$ cat config.mk
export PLATFORM = sky130hd
export DESIGN_NAME = operand_queue_array
export DESIGN_NICKNAME = d
export VERILOG_FILES = /design/src/rtl/ara_pkg.sv /design/src/rtl/operand_queue_channel.sv /design/src/rtl/operand_queue_array.sv
export SDC_FILE = /design/constraint.sdc
export NUM_CORES = 2
export LEC_CHECK = 0
export CORE_UTILIZATION = 35
export DETAILED_ROUTE_END_ITERATION = 7
export PLACE_DENSITY = 0.67
export SYNTH_ARGS = -nofsm -noshare
export SYNTH_HDL_FRONTEND = slang
export SYNTH_SLANG_ARGS = --single-unit
$ cat constraint.sdc
create_clock -name clk_i -period 67.4 [get_ports clk_i]
set_input_delay 10.11 -clock clk_i [delete_from_list [all_inputs] [get_ports clk_i]]
set_output_delay 10.11 -clock clk_i [all_outputs]
set_load 0.005 [all_outputs]
$ cat src/rtl/ara_pkg.sv
// rtl/ara_pkg.sv - shared types and default depths for the lane operand queues
// Purpose: common typedefs used by operand_queue_channel and operand_queue_array.
package ara_pkg;

    localparam int unsigned OpqDefaultDataDepth = 2;
    localparam int unsigned OpqDefaultCmdDepth  = 4;
    localparam int unsigned OpqCntWidth         = 16;

    // Per-instruction element count.
    typedef logic [OpqCntWidth-1:0] opq_cnt_t;

    // Sticky error flags of one channel.
    typedef struct packed {
        logic overflow;
        logic underflow;
    } opq_err_t;

endpackage

$ cat src/rtl/operand_queue_channel.sv
// rtl/operand_queue_channel.sv - one operand channel: data FIFO, command FIFO, credits, element counter
// Ports:
//   clk_i, rst_i (async, active high), flush_i (synchronous, keeps error flags)
//   cmd_i/cmd_valid_i/cmd_ready_o          : per-instruction element counts
//   operand_issued_i/operand_queue_ready_o : credit reservation toward the requester
//   operand_i/operand_valid_i              : VRF read data in
//   operand_o/operand_last_o/operand_valid_o/operand_ready_i : data out to the VFU
//   err_o                                  : sticky overflow/underflow flags
module operand_queue_channel
    import ara_pkg::*;
#(
    parameter int unsigned DataWidth    = 64,
    parameter int unsigned DataBufDepth = OpqDefaultDataDepth,
    parameter int unsigned CmdBufDepth  = OpqDefaultCmdDepth,
    parameter int unsigned CntWidth     = OpqCntWidth
) (
    input  logic                 clk_i,
    input  logic                 rst_i,
    input  logic                 flush_i,
    input  logic [CntWidth-1:0]  cmd_i,
    input  logic                 cmd_valid_i,
    output logic                 cmd_ready_o,
    input  logic                 operand_issued_i,
    output logic                 operand_queue_ready_o,
    input  logic [DataWidth-1:0] operand_i,
    input  logic                 operand_valid_i,
    output logic [DataWidth-1:0] operand_o,
    output logic                 operand_last_o,
    output logic                 operand_valid_o,
    input  logic                 operand_ready_i,
    output opq_err_t             err_o
);

    localparam int unsigned DPtrW = (DataBufDepth > 1) ? $clog2(DataBufDepth) : 1;
    localparam int unsigned DCntW = $clog2(DataBufDepth + 1);
    localparam int unsigned CPtrW = (CmdBufDepth > 1) ? $clog2(CmdBufDepth) : 1;
    localparam int unsigned CCntW = $clog2(CmdBufDepth + 1);

    logic [DataWidth-1:0] dmem_q [DataBufDepth];
    logic [DataWidth-1:0] dmem_d [DataBufDepth];
    logic [DPtrW-1:0]     drd_q, drd_d, dwr_q, dwr_d;
    logic [DCntW-1:0]     dcnt_q, dcnt_d;
    logic [DCntW-1:0]     credit_q, credit_d;

    logic [CntWidth-1:0]  cmem_q [CmdBufDepth];
    logic [CntWidth-1:0]  cmem_d [CmdBufDepth];
    logic [CPtrW-1:0]     crd_q, crd_d, cwr_q, cwr_d;
    logic [CCntW-1:0]     ccnt_q, ccnt_d;

    logic [CntWidth-1:0]  elem_q, elem_d;
    opq_err_t             err_q, err_d;

    logic d_empty, d_full, c_empty, c_full;
    logic valid, last, pop, push_ok, cmd_push, cmd_pop;
    logic [CntWidth-1:0] head_cnt;

    assign d_empty  = (dcnt_q == '0);
    assign d_full   = (dcnt_q == DCntW'(DataBufDepth));
    assign c_empty  = (ccnt_q == '0);
    assign c_full   = (ccnt_q == CCntW'(CmdBufDepth));
    assign head_cnt = cmem_q[crd_q];

    // Data is only released once an instruction is known to own it.
    assign valid    = !d_empty && !c_empty;
    // Head counts are never zero (zero counts are dropped at push).
    assign last     = valid && (elem_q == head_cnt - CntWidth'(1));
    assign pop      = valid && operand_ready_i;
    // A same-cycle pop frees the slot, so writing into a full FIFO is then legal.
    assign push_ok  = operand_valid_i && (!d_full || pop);
    assign cmd_push = cmd_valid_i && !c_full && (cmd_i != '0);
    assign cmd_pop  = pop && last;

    always_comb begin
        dmem_d   = dmem_q;
        drd_d    = drd_q;
        dwr_d    = dwr_q;
        dcnt_d   = dcnt_q;
        credit_d = credit_q;
        cmem_d   = cmem_q;
        crd_d    = crd_q;
        cwr_d    = cwr_q;
        ccnt_d   = ccnt_q;
        elem_d   = elem_q;
        err_d    = err_q;

        if (pop) begin
            drd_d = (drd_q == DPtrW'(DataBufDepth - 1)) ? '0 : drd_q + DPtrW'(1);
        end
        if (push_ok) begin
            dmem_d[dwr_q] = operand_i;
            dwr_d = (dwr_q == DPtrW'(DataBufDepth - 1)) ? '0 : dwr_q + DPtrW'(1);
        end
        if (push_ok && !pop) begin
            dcnt_d = dcnt_q + DCntW'(1);
        end else if (!push_ok && pop) begin
            dcnt_d = dcnt_q - DCntW'(1);
        end
        if (operand_valid_i && d_full && !pop) begin
            err_d.overflow = 1'b1;
        end

        // Issue+pop cancel; an issue matched by a pop is never an underflow.
        case ({operand_issued_i, pop})
            2'b10: begin
                if (credit_q != '0) begin
                    credit_d = credit_q - DCntW'(1);
                end else begin
                    err_d.underflow = 1'b1;
                end
            end
            2'b01: begin
                if (credit_q != DCntW'(DataBufDepth)) begin
                    credit_d = credit_q + DCntW'(1);
                end
            end
            default: ;
        endcase

        if (cmd_push) begin
            cmem_d[cwr_q] = cmd_i;
            cwr_d = (cwr_q == CPtrW'(CmdBufDepth - 1)) ? '0 : cwr_q + CPtrW'(1);
        end
        if (cmd_pop) begin
            crd_d = (crd_q == CPtrW'(CmdBufDepth - 1)) ? '0 : crd_q + CPtrW'(1);
        end
        if (cmd_push && !cmd_pop) begin
            ccnt_d = ccnt_q + CCntW'(1);
        end else if (!cmd_push && cmd_pop) begin
            ccnt_d = ccnt_q - CCntW'(1);
        end

        if (pop) begin
            elem_d = last ? '0 : elem_q + CntWidth'(1);
        end

        // Flush overrides all same-cycle activity; error flags survive it.
        if (flush_i) begin
            drd_d    = '0;
            dwr_d    = '0;
            dcnt_d   = '0;
            credit_d = DCntW'(DataBufDepth);
            crd_d    = '0;
            cwr_d    = '0;
            ccnt_d   = '0;
            elem_d   = '0;
            err_d    = err_q;
        end
    end

    always_ff @(posedge clk_i or posedge rst_i) begin
        if (rst_i) begin
            dmem_q   <= '{default: '0};
            drd_q    <= '0;
            dwr_q    <= '0;
            dcnt_q   <= '0;
            credit_q <= DCntW'(DataBufDepth);
            cmem_q   <= '{default: '0};
            crd_q    <= '0;
            cwr_q    <= '0;
            ccnt_q   <= '0;
            elem_q   <= '0;
            err_q    <= '0;
        end else begin
            dmem_q   <= dmem_d;
            drd_q    <= drd_d;
            dwr_q    <= dwr_d;
            dcnt_q   <= dcnt_d;
            credit_q <= credit_d;
            cmem_q   <= cmem_d;
            crd_q    <= crd_d;
            cwr_q    <= cwr_d;
            ccnt_q   <= ccnt_d;
            elem_q   <= elem_d;
            err_q    <= err_d;
        end
    end

    assign operand_o             = d_empty ? '0 : dmem_q[drd_q];
    assign operand_valid_o       = valid;
    assign operand_last_o        = last;
    assign operand_queue_ready_o = (credit_q != '0);
    assign cmd_ready_o           = !c_full;
    assign err_o                 = err_q;

endmodule

$ cat src/rtl/operand_queue_array.sv
// rtl/operand_queue_array.sv - NrQueues independent operand channels with packed port vectors
// Ports (all per channel, packed NrQueues-wide; channel g uses slice g):
//   clk_i, rst_i (async, active high), flush_i
//   cmd_i/cmd_valid_i/cmd_ready_o, operand_issued_i/operand_queue_ready_o
//   operand_i/operand_valid_i, operand_o/operand_last_o/operand_valid_o/operand_ready_i
//   err_overflow_o/err_underflow_o (sticky)
module operand_queue_array
    import ara_pkg::*;
#(
    parameter int unsigned NrQueues     = 4,
    parameter int unsigned DataWidth    = 64,
    parameter int unsigned DataBufDepth = OpqDefaultDataDepth,
    parameter int unsigned CmdBufDepth  = OpqDefaultCmdDepth,
    parameter int unsigned CntWidth     = OpqCntWidth
) (
    input  logic                          clk_i,
    input  logic                          rst_i,
    input  logic [NrQueues-1:0]           flush_i,
    input  logic [NrQueues*CntWidth-1:0]  cmd_i,
    input  logic [NrQueues-1:0]           cmd_valid_i,
    output logic [NrQueues-1:0]           cmd_ready_o,
    input  logic [NrQueues-1:0]           operand_issued_i,
    output logic [NrQueues-1:0]           operand_queue_ready_o,
    input  logic [NrQueues*DataWidth-1:0] operand_i,
    input  logic [NrQueues-1:0]           operand_valid_i,
    output logic [NrQueues*DataWidth-1:0] operand_o,
    output logic [NrQueues-1:0]           operand_last_o,
    output logic [NrQueues-1:0]           operand_valid_o,
    input  logic [NrQueues-1:0]           operand_ready_i,
    output logic [NrQueues-1:0]           err_overflow_o,
    output logic [NrQueues-1:0]           err_underflow_o
);

    for (genvar g = 0; g < NrQueues; g++) begin : gen_ch
        opq_err_t ch_err;

        operand_queue_channel #(
            .DataWidth   (DataWidth),
            .DataBufDepth(DataBufDepth),
            .CmdBufDepth (CmdBufDepth),
            .CntWidth    (CntWidth)
        ) u_ch (
            .clk_i                (clk_i),
            .rst_i                (rst_i),
            .flush_i              (flush_i[g]),
            .cmd_i                (cmd_i[g*CntWidth +: CntWidth]),
            .cmd_valid_i          (cmd_valid_i[g]),
            .cmd_ready_o          (cmd_ready_o[g]),
            .operand_issued_i     (operand_issued_i[g]),
            .operand_queue_ready_o(operand_queue_ready_o[g]),
            .operand_i            (operand_i[g*DataWidth +: DataWidth]),
            .operand_valid_i      (operand_valid_i[g]),
            .operand_o            (operand_o[g*DataWidth +: DataWidth]),
            .operand_last_o       (operand_last_o[g]),
            .operand_valid_o      (operand_valid_o[g]),
            .operand_ready_i      (operand_ready_i[g]),
            .err_o                (ch_err)
        );

        assign err_overflow_o[g]  = ch_err.overflow;
        assign err_underflow_o[g] = ch_err.underflow;
    end

endmodule

## After elaboration in Yosys (flattened, before gate mapping)

Cells that the tools add are included.
W data, S select, Z words.

| storage, ports and cells | value |
|---|---|
| bits in registers | 892 |
| output and inout bits | 280 |

| operators by class | value |
|---|---|
| add/subtract/negate cells | 48 |
| order comparisons | 24 |
| equal/unequal tests | 40 |
| multiplexer cells | 152 |
| bitwise logic cells | 24 |
| reductions and logical operators | 152 |

Operators with widths:

| kind | count |
|---|---|
| $mux W64 | 20 |
| $bwmux W128 | 4 |
| $mux W16 | 24 |
| $bwmux W64 | 4 |
| $demux W64 S1 | 4 |
| $bmux W16 S2 | 4 |
| $demux W16 S2 | 4 |
| $mux W2 | 48 |
| $add A16 B1 Y16 const B | 4 |
| $eq A16 B16 Y1 | 4 |
| $reduce_bool A16 Y1 | 4 |
| $sub A16 B1 Y16 const B | 4 |
| $logic_and A1 B1 Y1 | 60 |
| $reduce_bool A2 Y1 | 20 |
| $mux W3 | 12 |
| $reduce_bool A3 Y1 | 12 |
| $add A2 B1 Y2 const B | 16 |
| $eq A2 B2 Y1 const B | 16 |
| $logic_not A1 Y1 | 32 |
| $ge A3 B3 Y1 const B | 8 |
| $mux W1 | 24 |
| $ne A3 B2 Y1 const B | 8 |
| $not A2 Y3 | 8 |
| $reduce_and A3 Y1 | 8 |
| 17 further kinds | 88 |

## Logic depth before layout (Yosys ltp)

| depth | value |
|---|---|
| word-level depth | 12 |
| depth in mapped cells | 20 |

## Modules after synthesis

Synthesis repeated with hierarchy kept, for this count alone.

| second synthesis, totals | value |
|---|---|
| cells, all modules | 3430 |
| area, all modules | 43055.0 µm² |

By module, submodules not included:

| module | times used | cells each | area each (µm²) | sequential area each (µm²) |
|---|---|---|---|---|
| operand_queue_channel (gen_ch[1].u_ch) | 1 | 854 | 10820.4 | 5581.6 |
| operand_queue_channel (gen_ch[2].u_ch) | 1 | 865 | 10766.6 | 5581.6 |
| operand_queue_channel (gen_ch[0].u_ch) | 1 | 860 | 10754.1 | 5581.6 |
| operand_queue_channel (gen_ch[3].u_ch) | 1 | 851 | 10714.0 | 5581.6 |

## Worst setup path before layout

OpenSTA, ideal clock, no wires.

| path | value |
|---|---|
| path kind | reg-to-output |
| from | reg gen_ch[1].u_ch.crd_q[1] |
| to | out operand_last_o[1] |
| arrival time | 3.628 ns |
| slack | 53.662 ns |
| cell stages (with the launch flop) | 16 |
| cell sequence | dfrtp_1 clkbuf_1 clkbuf_1 mux4_1 inv_1 ha_1 buf_1 nor2b_1 a2bb2oi_1 or4b_1 clkbuf_2 a2bb2oi_1 o21a_1 a311o_1 a211oi_1 buf_4 |

| on the way | value |
|---|---|
| cells in the longest elaborated chain, start to end | 7 |

RTL lines:

| what | line | text |
|---|---|---|
| start: declaration | operand_queue_channel.sv:47 | `logic [CPtrW-1:0] crd_q, crd_d, cwr_q, cwr_d;` |
| start signal: assignment | operand_queue_channel.sv:170 | `crd_q <= crd_d;` |
| $not A2 Y3 (implied by the code) | operand_queue_channel.sv:61 | `assign head_cnt = cmem_q[crd_q];` |
| $bmux W16 S2 | operand_queue_channel.sv:61 |  |
| $mux W16 (implied by the code) (2 in series) | operand_queue_channel.sv:61 |  |
| $sub A16 B1 Y16 | operand_queue_channel.sv:66 | `assign last = valid && (elem_q == head_cnt - CntWidth'(1));` |
| $eq A16 B16 Y1 | operand_queue_channel.sv:66 |  |
| $logic_and A1 B1 Y1 | operand_queue_channel.sv:66 |  |
| end: declaration | operand_queue_array.sv:27 | `output logic [NrQueues-1:0] operand_last_o,` |

No other way between the ends. The select of a mux whose other input is x is not followed.

## Worst setup path in the final report

| path | value |
|---|---|
| from | reg gen_ch[0].u_ch.crd_q[0] |
| to | out operand_last_o[0] |

| on the way | value |
|---|---|
| cells in the longest elaborated chain, start to end | 7 |

RTL lines:

| what | line |
|---|---|
| start: declaration | operand_queue_channel.sv:47 |
| start signal: assignment | operand_queue_channel.sv:170 |
| $not A2 Y3 (implied by the code) | operand_queue_channel.sv:61 |
| $bmux W16 S2 | operand_queue_channel.sv:61 |
| $mux W16 (implied by the code) (2 in series) | operand_queue_channel.sv:61 |
| $sub A16 B1 Y16 | operand_queue_channel.sv:66 |
| $eq A16 B16 Y1 | operand_queue_channel.sv:66 |
| $logic_and A1 B1 Y1 | operand_queue_channel.sv:66 |

No other way between the ends. The select of a mux whose other input is x is not followed.

==> run metrics <==
RSZ-0062 raised after global routing no; I/O pin total 622; drt via density 5.16; total wire length 114000 um; worst setup path class flop to output pin; Req. time, crit path 57.29 ns; post-cts sizing count 0; Core Util, Final 0.447; Sw Share 0.287; multi-input logic area 0.0202 mm2; Cells after Synth 3514; reg2reg start gen_ch[1].u_ch.crd_q[1]; register area 0.0223 mm2; # port buffers 621; Nets 4437; Slew @ Worst Pin 1.05 ns; fraction of the yosys area taken by sequential cells 0.513; Cell Int Power 1.36 mW; crit path capture type output pin; Initial Util 0.355; FP Rows 128; setup violators final 0; Core Box Area 0.123 mm2; DRC viols 0; overall power 1.91 mW; Placer Congestion 0.835; # Post-CTS Setup Buffers 0; Fill cells 11200; drt first pass iters 5; Avg WL per Cell 19.8 um; die area 0.126 mm2; TNS Setup 0 ns; commonest non-fill, non-tap cells in the layout dfrtp_1, mux2_2, clkdlybuf4s50_1, nor2_1, mux2i_1; top_reg_cell synth dfrtp_1; Tcrit/Tclk final 0.234; ANT nets after route 0; vias in the first global route 30600; Gate power share 0.277; placement-stage cell area 0.0513 mm2; insertion delay to the later sink of the worst-skew pair 0.71 ns; initial antenna violation count 22; Area Overhead vs Synth 25.9%; P_sw 548 uW; pwr dens 34.9 mW/mm2; Setup crit start gen_ch[0].u_ch.crd_q[0]; clock skew 0.0367 ns; commonest non-fill, non-tap cell in the layout dfrtp_1; Final Non-Filler Cells 5769; HP Start gen_ch[3].u_ch.err_o[1]; GRT Overall Usage 0.180; vias post-DR 29800; status complete, no violations; CP endpoint operand_last_o[0]; max-slew violations 0; Peak VDD IR 0.0320 mV; Post-DP HPWL 78300 um; Hold Slack 0.470 ns; max-cap violations 0; Max-slew headroom 0.300; total grt overflow 0; Sink Count 892; CTS Root Cell clkbuf_16; Register-to-Register Path Depth 15; Unique masters post-synth 85; pre-CTS setup slack 52.40 ns; Clock Tree Buf Depth 3; HP Class flop to flop; Starting DRT DRC Count 1705; Syn. warnings 0; ys async rst share 1.00; CTS clk-pin slew, worst paths 0.06 ns; Worst setup SP type flop; syn nets 3888; Lkg Pwr 21.8 nW; htree depth 3; reg-to-reg endpoint gen_ch[1].u_ch.ccnt_q[2]; Synth Cell Area 0.0435 mm2; placed insts 5585; WP data arrival 5.65 ns; r2r setup slk 61.89 ns; first-pass GRT wire length 180000 um; largest net degree at the start of global routing 182; die height 355 um; min Tclk post-route 15.76 ns; hold buffer count at CTS 0; final instance area 0.0548 mm2; TritonCTS buffer count 101; EDFF count, synth 0; Seq pwr share 0.422; share of layout cells above drive strength 1 0.262; #FFs+latches synth 892; syn_area_per_cell 12.4 um2; max frequency 63.4 MHz; Clock Power Share 0.301; CTS tree built; post-route setup slack 51.64 ns; Die W 355 um; crit path max fanout 15; final hold vios 0
synth_stat cells, drive strengths merged (34+ instances only):
master	instances	area (um2)
clkbuf	162	612
a31oi	34	213
nand3	76	385
o21ai	38	190
inv	55	206
mux2i	274	2740
dfrtp	888	22200
a21oi	40	200
mux4	64	1470
buf	50	293
mux2	780	8780
nor3	52	260
nor2	380	1430
xnor2	71	622
nand2	156	586
nor4	42	288
power by group through the flow:
stage                     Combinational, mW  Clock (mW)  Sequential (mW)
after floorplan                       0.353           0            0.787
after global placement                0.525           0            0.808
after detailed placement              0.534           0            0.817
after CTS                             0.537       0.592            0.809
after global routing                  0.577       0.613            0.832
final                                 0.529       0.576            0.808
routing by layer:
metal	part of all wire	global-route usage
met4	0.025	0.0509
met1	0.42	0.226
met5	0.0019	0
met3	0.078	0.0624
met2	0.47	0.294
flip-flops by register name, indices dropped and copies added (netlist names):
signal,count
gen_ch.u_ch.dmem_q,512
gen_ch.u_ch.dwr_q,4
gen_ch.u_ch.dcnt_q,8
gen_ch.u_ch.cmem_q,256
gen_ch.u_ch.ccnt_q,12
gen_ch.u_ch.crd_q,8
gen_ch.u_ch.elem_q,64
gen_ch.u_ch.credit_q,8
gen_ch.u_ch.drd_q,4
gen_ch.u_ch.cwr_q,8
gen_ch.u_ch.err_o,8
worst max-delay path, stage by stage, from the launching register on:
cell             delay, ns
dfrtp_1               0.62
buf_4                 0.32
mux4_2                0.60
inv_1                 0.08
ha_1                  0.18
inv_1                 0.07
nor3_1                0.38
nand2_1               0.17
a311o_1               0.41
a2111oi_0             0.66
o2111ai_2             0.58
inv_1                 0.20
clkdlybuf4s50_1       0.66
layout make-up:
type,instances,area share
Clock inverter,39,0.0103
Timing Repair Buffer,658,0.119
Tap cell,1625,0.0371
Sequential cell,892,0.408
Clock buffer,141,0.0533
Multi-Input combinational cell,2355,0.368
Antenna cell,4,0.000183
Inverter,55,0.00391
worst min-delay path by stage:
| stage | endpoint | slack [ns] | cells past startpoint |
|---|---|---|---|
| 3_3_place_gp | gen_ch[1].u_ch.err_o[0] | 0.44 | 1 |
| 6_report | gen_ch[3].u_ch.err_o[1] | 0.47 | 1 |
| 3_5_place_dp | gen_ch[3].u_ch.err_o[1] | 0.46 | 1 |
| 4_1_cts | gen_ch[3].u_ch.err_o[1] | 0.47 | 1 |
| 5_1_grt | gen_ch[3].u_ch.err_o[1] | 0.48 | 1 |
| 2_1_floorplan | gen_ch[1].u_ch.err_o[0] | 0.45 | 1 |
cell families after synthesis:
| logic type | count (synthesis) | share of synthesized area |
|---|---|---|
| mux | 1118 | 0.299 |
| simple gates | 896 | 0.0986 |
| flops | 892 | 0.513 |
| buf+inv | 267 | 0.0255 |
| compound gates | 212 | 0.0337 |
| xor+xnor | 97 | 0.0205 |
| fa+ha+maj | 32 | 0.00989 |
No activity file was read; power rests on OpenSTA's default activity.
